$ cat config.mk
export PLATFORM = sky130hd
export DESIGN_NAME = dmem_access_ctrl
export DESIGN_NICKNAME = d
export VERILOG_FILES = /design/src/rtl/dmem_pkg.sv /design/src/rtl/byte_lane_merge.sv /design/src/rtl/dmem_access_ctrl.sv
export SDC_FILE = /design/constraint.sdc
export NUM_CORES = 1
export LEC_CHECK = 0
export CORE_MARGIN = 5
export CORE_UTILIZATION = 48
export CTS_BUF_LIST = sky130_fd_sc_hd__clkbuf_4
export DETAILED_ROUTE_END_ITERATION = 10
export PLACE_DENSITY = 0.9
export SLEW_MARGIN = 10
export SYNTH_ARGS = -nofsm -noshare
export SYNTH_HDL_FRONTEND = slang
export SYNTH_HIERARCHICAL = 1
export SYNTH_SLANG_ARGS = --single-unit
export TNS_END_PERCENT = 10
$ cat constraint.sdc
create_clock -name clk -period 1.9 [get_ports clk]
set_input_delay 0.475 -clock clk [delete_from_list [all_inputs] [get_ports clk]]
set_output_delay 0.475 -clock clk [all_outputs]
set_load 0.02 [all_outputs]
$ cat src/rtl/dmem_pkg.sv
// Shared types and widths for the data-memory access controller.
package dmem_pkg;

    localparam int LANE_W = 32;
    localparam int MEM_W  = 64;
    localparam int ADDR_W = 30;

    typedef enum logic [1:0] {
        IDLE,
        RD_WAIT,
        RMW_WAIT,
        WR_COMMIT
    } state_t;

    // Pick one 32-bit lane out of a doubleword: lane 0 is the low half.
    function automatic logic [LANE_W-1:0] lane_select(input logic [MEM_W-1:0] dword,
                                                      input logic             lane);
        return lane ? dword[MEM_W-1:LANE_W] : dword[LANE_W-1:0];
    endfunction

endpackage

$ cat src/rtl/byte_lane_merge.sv
// Combinational byte merge: overlays enabled bytes of a 32-bit word onto
// the selected lane of a 64-bit doubleword, leaving every other byte intact.
module byte_lane_merge
    import dmem_pkg::*;
(
    input  logic [MEM_W-1:0]  old_data,
    input  logic              lane_sel,
    input  logic [3:0]        be,
    input  logic [LANE_W-1:0] new_data,
    output logic [MEM_W-1:0]  merged_data
);

    genvar gi;
    generate
        for (gi = 0; gi < MEM_W / 8; gi++) begin : g_byte
            // Byte gi of the doubleword belongs to lane gi/4, byte gi%4 of that lane.
            localparam logic BYTE_LANE = (gi >= 4);
            localparam int   BYTE_IDX  = gi % 4;
            assign merged_data[gi*8 +: 8] = (lane_sel == BYTE_LANE && be[BYTE_IDX])
                                            ? new_data[BYTE_IDX*8 +: 8]
                                            : old_data[gi*8 +: 8];
        end
    endgenerate

endmodule

$ cat src/rtl/dmem_access_ctrl.sv
// Sequences 32-bit core loads/stores onto a 64-bit data-memory port.
// Loads pick one lane of the returned doubleword; every store is a
// read-modify-write of the containing doubleword.
module dmem_access_ctrl
    import dmem_pkg::*;
#(
    parameter int READ_LAT = 1
) (
    input  logic              clk,
    input  logic              rst_n,
    input  logic              req_valid,
    output logic              req_ready,
    input  logic              req_wen,
    input  logic [ADDR_W-1:0] req_addr,
    input  logic [3:0]        req_be,
    input  logic [LANE_W-1:0] req_wdata,
    output logic              resp_valid,
    output logic [LANE_W-1:0] resp_rdata,
    output logic              mem_wen_D,
    output logic [ADDR_W-1:0] mem_addr_D,
    output logic [MEM_W-1:0]  mem_wdata_D,
    input  logic [MEM_W-1:0]  mem_rdata_D
);

    // Reload value makes the final wait cycle the one where the counter reads zero.
    localparam logic [1:0] CNT_RELOAD = 2'(READ_LAT - 1);

    state_t             state_q, state_d;
    logic [1:0]         cnt_q, cnt_d;
    logic               lane_q, lane_d;
    logic [3:0]         be_q, be_d;
    logic [LANE_W-1:0]  wdata_q, wdata_d;
    logic               resp_valid_q, resp_valid_d;
    logic [LANE_W-1:0]  resp_rdata_q, resp_rdata_d;
    logic               mem_wen_q, mem_wen_d;
    logic [ADDR_W-1:0]  mem_addr_q, mem_addr_d;
    logic [MEM_W-1:0]   mem_wdata_q, mem_wdata_d;
    logic [MEM_W-1:0]   merged_data;

    byte_lane_merge u_merge (
        .old_data    (mem_rdata_D),
        .lane_sel    (lane_q),
        .be          (be_q),
        .new_data    (wdata_q),
        .merged_data (merged_data)
    );

    // Next-state and registered-output decode; pulses default low every cycle.
    always_comb begin
        state_d      = state_q;
        cnt_d        = cnt_q;
        lane_d       = lane_q;
        be_d         = be_q;
        wdata_d      = wdata_q;
        resp_valid_d = 1'b0;
        resp_rdata_d = resp_rdata_q;
        mem_wen_d    = 1'b0;
        mem_addr_d   = mem_addr_q;
        mem_wdata_d  = mem_wdata_q;
        req_ready    = 1'b0;
        case (state_q)
            IDLE: begin
                req_ready = 1'b1;
                if (req_valid) begin
                    lane_d     = req_addr[0];
                    be_d       = req_be;
                    wdata_d    = req_wdata;
                    mem_addr_d = {req_addr[ADDR_W-1:1], 1'b0};
                    cnt_d      = CNT_RELOAD;
                    state_d    = req_wen ? RMW_WAIT : RD_WAIT;
                end
            end
            RD_WAIT: begin
                if (cnt_q == 2'd0) begin
                    resp_rdata_d = lane_select(mem_rdata_D, lane_q);
                    resp_valid_d = 1'b1;
                    state_d      = IDLE;
                end else begin
                    cnt_d = cnt_q - 2'd1;
                end
            end
            RMW_WAIT: begin
                if (cnt_q == 2'd0) begin
                    // Write strobe and completion land together in WR_COMMIT.
                    mem_wdata_d  = merged_data;
                    mem_wen_d    = 1'b1;
                    resp_valid_d = 1'b1;
                    resp_rdata_d = '0;
                    state_d      = WR_COMMIT;
                end else begin
                    cnt_d = cnt_q - 2'd1;
                end
            end
            WR_COMMIT: begin
                state_d = IDLE;
            end
            default: begin
                state_d = IDLE;
            end
        endcase
    end

    // State and output registers; reset aborts any in-flight access.
    always_ff @(posedge clk or negedge rst_n) begin
        if (!rst_n) begin
            state_q      <= IDLE;
            cnt_q        <= 2'd0;
            lane_q       <= 1'b0;
            be_q         <= 4'd0;
            wdata_q      <= '0;
            resp_valid_q <= 1'b0;
            resp_rdata_q <= '0;
            mem_wen_q    <= 1'b0;
            mem_addr_q   <= '0;
            mem_wdata_q  <= '0;
        end else begin
            state_q      <= state_d;
            cnt_q        <= cnt_d;
            lane_q       <= lane_d;
            be_q         <= be_d;
            wdata_q      <= wdata_d;
            resp_valid_q <= resp_valid_d;
            resp_rdata_q <= resp_rdata_d;
            mem_wen_q    <= mem_wen_d;
            mem_addr_q   <= mem_addr_d;
            mem_wdata_q  <= mem_wdata_d;
        end
    end

    assign resp_valid  = resp_valid_q;
    assign resp_rdata  = resp_rdata_q;
    assign mem_wen_D   = mem_wen_q;
    assign mem_addr_D  = mem_addr_q;
    assign mem_wdata_D = mem_wdata_q;

endmodule

## After elaboration in Yosys (flattened, before gate mapping)

Cells that the tools add are included.

| word-level totals | value |
|---|---|
| register bits | 168 |
| bits in latches | 0 |
| bits in writable memories | 0 |
| memory bits (read-only) | 0 |
| input bits | 134 |
| output and inout port bits | 129 |
| logic and storage cells | 61 |
| memories | 0 |

| cells by class | value |
|---|---|
| add/sub/neg operators | 1 |
| multipliers | 0 |
| div/mod/pow operators | 0 |
| order comparisons | 0 |
| equality and inequality tests | 7 |
| shift-type cells | 0 |
| mux-type cells | 24 |
| bitwise operators | 1 |
| reductions and logical operators | 18 |

Operators with widths:

| kind | count |
|---|---|
| 32-bit two-way mux | 3 |
| 8-bit two-way mux | 8 |
| 32-bit one-hot mux with 2 select lines | 1 |
| 2-bit two-way mux | 6 |
| 3-bit AND reduction | 3 |
| 1-bit logical AND | 8 |
| 2-bit != test, second input constant | 4 |
| 2-bit one-hot mux with 4 select lines | 1 |
| 2-bit == test, second input constant | 2 |
| 2-bit logical NOT | 2 |
| 1-bit two-way mux | 4 |
| 2-bit one-hot mux with 2 select lines | 1 |
| 2-bit AND reduction | 2 |
| 2-bit nonzero test | 2 |
| 2-bit by 1-bit == test with 1-bit output, second input constant | 1 |
| 2-bit OR reduction | 1 |
| 2-bit by 1-bit subtractor with 2-bit output, second input constant | 1 |
| 1-bit NOT | 1 |

## Depth between registers and ports, before layout

| logic depth | value |
|---|---|
| word-level depth | 4 |
| mapped depth | 7 |
| gate-level depth less buffers | 5 |

## Cells and area by module

The synthesis kept the hierarchy.

By module, submodules not included:

| module | times used | cells an instance | area each (um^2) | sequential area each (um^2) |
|---|---|---|---|---|
| dmem_access_ctrl | 1 | 457 | 6922.9 | 4204.0 |
| byte_lane_merge | 1 | 77 | 977.2 | 0.0 |

## Worst setup path after synthesis

OpenSTA, ideal clock, no wires.

| path | value |
|---|---|
| path kind | reg-to-reg |
| from | register state_q[0] |
| to | register resp_rdata_q[10], in the netlist resp_rdata[10] |
| setup time | 0.125 ns |
| data arrival time | 1.592 ns |
| data required time | 1.775 ns |
| slack | 0.183 ns |
| stages on the path, launching flop included | 8 |
| path buffers | 2 |
| clock period less this slack | 1.717 ns |
| path through | dfrtp_1 -> inv_1 -> ha_1 -> buf_4 -> nor2b_4 -> nor3_4 -> buf_6 -> mux2_2 |

| between the ends | value |
|---|---|
| cells in the longest elaborated chain, start to end | 3 |
| elaborated cells between the ends (all ways) | 7 |
| classes of those cells | 4 x eq/ne; 1 x mux; 2 x reduce/logical |

Ends and longest elaborated chain:

| item | line | source |
|---|---|---|
| from (decl) | dmem_access_ctrl.sv:28 | `state_t state_q, state_d;` |
| from (signal assigned) | dmem_access_ctrl.sv:117 | `state_q <= state_d;` |
| 2-bit by 1-bit == test with 1-bit output or 2-bit == test (tied branches) | dmem_access_ctrl.sv:61 | `case (state_q)` |
| 2-bit != test (no line) or 2-bit nonzero test (tied branches) | -- |  |
| 3-bit AND reduction (no line) | -- |  |
| to (signal assigned) | dmem_access_ctrl.sv:123 | `resp_rdata_q <= resp_rdata_d;` |
| to (decl) | dmem_access_ctrl.sv:34 | `logic [LANE_W-1:0] resp_rdata_q, resp_rdata_d;` |

Parallel ways exist; a longest one is shown, timed or not.
A chain may end at the register's enable or synchronous reset.

## Worst setup path in the final report

| path | value |
|---|---|
| from | register state_q[0] |
| to | register resp_rdata_q[19], in the netlist resp_rdata[19] |

Same word-level chain as after synthesis.

==> summary.md <==
| Metric | Value |
|---|---|
| Setup repair after global routing missed its margin | `true` |
| Power Total | `19.1 mW` |
| Setup crit start | `state_q[0]$_DFFE_PN0P_` |
| Die width | `138 um` |
| I/O Pins | `263` |
| Post-Layout Cell Count | `1,040` |
| Fin util | `67.6%` |
| #FFs+latches synth | `168` |
| Worst-path clk slew | `140 ps` |
| Status | `completed` |
| H-tree depth | `4` |
| Via count | `5,345` |
| Sink Count | `168` |
| Area post-placement | `10,900 um^2` |
| Setup WS post-layout | `74.4 ps` |
| YS warnings | `6` |
| Slowest cell on crit path | `dfrtp_1` |
| Total Routing Usage GR | `21.9%` |
| VDD IR max | `0.000924 V` |
| Max Clock Freq | `0.548 GHz` |
| Most frequent cells in the layout | `mux2_2 (188), dfrtp_1 (167), clkdlybuf4s50_1 (132)` |
| Largest net degree at the start of global routing | `54` |
| Mean Syn Cell Area | `14.8 um^2` |
| Most common cell after layout, fill and taps aside | `mux2_2` |
| Cells after Synth | `534` |
| PwrDens | `1730 nW/um^2` |
| CTS Root Cell | `clkbuf_4` |
| Placeable Area | `16,300 um^2` |
| Critical path class | `reg -> reg` |
| Fin nets | `948` |
| Initial Util | `48.3%` |
| Final HPWL DP | `15.5 mm` |
| DR vias/cell | `5.14` |
| Fraction of layout cells with a size suffix above 1 | `35.7%` |
| GP Congestion | `0.826` |
| Clock buffer count from CTS | `17` |
| Post-route minimum period | `1830 ps` |
| Final worst path period share | `96.1%` |
| Final hold slack | `423 ps` |
| Final setup vio count | `0` |
| CTS tree | `built` |
| First-pass GRT wire length | `33.7 mm` |
| Sequential cell area fraction in the yosys report | `53.2%` |
| CP Cell Sequence | `inv_2 > ha_2 > nor2_2 > nor3_4 > buf_12 > mux2_2` |
| Initial antenna violation count | `0` |
| Antenna Nets Post-Route | `0` |
| Chip Height | `138 um` |
| Max-cap violation count | `0` |
| Latest clock arrival within the worst-skew pair | `550 ps` |
| Post-Route WL | `20.5 mm` |
| DR WL/cell | `19.7 um` |
| Storage element area | `4210 um^2` |
| Largest delay share family, worst path | `flip-flops` |
| Req. time, crit path | `2340 ps` |
| DRT iter0 DRCs | `171` |
| FILL cells | `1,224` |
| Drt first pass iters | `4` |
| Startpoint type of the worst setup path | `flip-flop` |
| Area occupied by multi-input gates | `3470 um^2` |
| Buf+Inv Stages, Crit Path | `2` |
| CP Max Fanout | `17` |
| Diode count | `0` |
| CP Capture Type | `flip-flop` |
| Measured slew at the worst slew-check pin | `551 ps` |
| Vias in the first global route | `6,016` |
| Port bufs | `261` |
| Arr. time, crit path | `2270 ps` |
| Mapped Area | `7900 um^2` |
| Max-slew violations | `0` |
| Hold Vio Cnt, Final | `0` |
| Largest incremental delay on the critical path | `430 ps` |
| Worst r2r dst | `resp_rdata[19]$_DFFE_PN0P_` |
| Fin area | `11,100 um^2` |
| GRT Residual Overflow | `0` |
| Slew HR | `63.3%` |
| Worst Reg-to-Reg Cells | `6` |
| DRC viols | `0` |
| FF-to-FF setup slack | `70 ps` |
| Final Skew | `18.3 ps` |
| Dpl ws | `54.9 ps` |
| Min-Delay Path Class | `in -> async` |
| TNS Setup | `0 ps` |
| Syn_nets | `674` |
| Longest Clk Path Bufs | `2` |
| Worst R2R Start | `state_q[0]$_DFFE_PN0P_` |
| Dpl cells | `1,005` |
| Post-synth cell types | `26` |
| Floorplan row count | `47` |
| Area Growth Syn to Fin | `39.9%` |
| Leakage | `5.11 nW` |
| DIE AREA | `19,100 um^2` |
==> final cells by class <==
type / count / area share (%)
well taps: 220 / 2.49
flip-flops and latches: 168 / 38.0
repair buffers: 286 / 25.1
clock inverters: 13 / 1.61
inverters: 6 / 0.204
multi-input cells: 329 / 31.4
clock buffers: 18 / 1.22
==> cells in the mapped netlist <==
cell	instances	area (um^2)
nor2b_1	1	6.26
nand2_2	4	25.0
o21ai_0	2	10.0
nor2b_4	1	13.8
mux2_1	6	67.6
o22ai_1	1	6.26
nand3b_1	1	7.51
nand2b_4	4	55.1
buf_6	13	146
mux2_2	188	2120
nor2_2	1	6.26
ha_1	6	75.1
buf_2	13	65.1
nand2b_1	2	12.5
mux2_4	32	480
nand2_1	5	18.8
conb_1	1	3.75
buf_4	2	15.0
dfrtp_1	168	4200
a221o_1	2	20.0
nor2_1	34	128
clkbuf_1	3	11.3
mux2i_1	36	360
and2_1	1	6.26
inv_1	6	22.5
nor3_4	1	16.3
==> flip-flops by register name (all words and copies together), names as in the netlist <==
signal / cells
mem_wen_D: 1
resp_valid: 1
lane_q: 1
wdata_q: 32
be_q: 4
cnt_q: 2
mem_wdata_D: 64
resp_rdata: 32
mem_addr_D: 29
state_q: 2
==> how the worst max path moves through the flow <==
stage	endpoint	slack [ps]	cells after the start
3_3_place_gp	wdata_q[29]$_DFFE_PN0P_	110	4
6_report	resp_rdata[19]$_DFFE_PN0P_	70	6
4_1_cts	req_ready	-80	3
2_1_floorplan	resp_rdata[10]$_DFFE_PN0P_	180	7
5_1_grt	req_ready	-30	3
3_5_place_dp	resp_rdata[16]$_DFFE_PN0P_	50	6
==> report_power, final <==
group | total [mW] | switching, mW | internal (mW)
Sequential | 6.50 | 1.09 | 5.41
Clock | 2.29 | 1.24 | 1.05
Combinational | 10.3 | 5.02 | 5.30
Total | 19.1 | 7.35 | 11.8
==> cells by family (layout without fill, tap and decap cells) <==
| group | after synthesis | after routing | synth area share [%] |
|---|---|---|---|
| buffers and inverters | 37 | 323 | 3.29 |
| and+or+nand+nor | 55 | 55 | 3.74 |
| adders and majority gates | 6 | 6 | 0.950 |
| DFF | 168 | 168 | 53.2 |
| AOI/OAI and AO/OA | 5 | 5 | 0.459 |
| muxes | 262 | 262 | 38.3 |
| other | 1 | 1 | 0.0475 |
==> timing repair <==
item	in CTS	in global routing
gates resized for setup	131	7
hold buffers	1	0
endpoints found under the setup margin	128	29
setup buffers	0	3
endpoints found under the hold margin	45	0
cloned	0	0
==> routing by layer <==
metal  routed length (um)  up-vias  track usage [%]
li1                     -     2438                -
met1                 8340     2718             26.5
met2                10600      170             38.2
met3                 1300       19             7.42
met4                  231        0             4.42
met5                    0        -                0
Note: power is estimated with default switching activity, not from simulation.
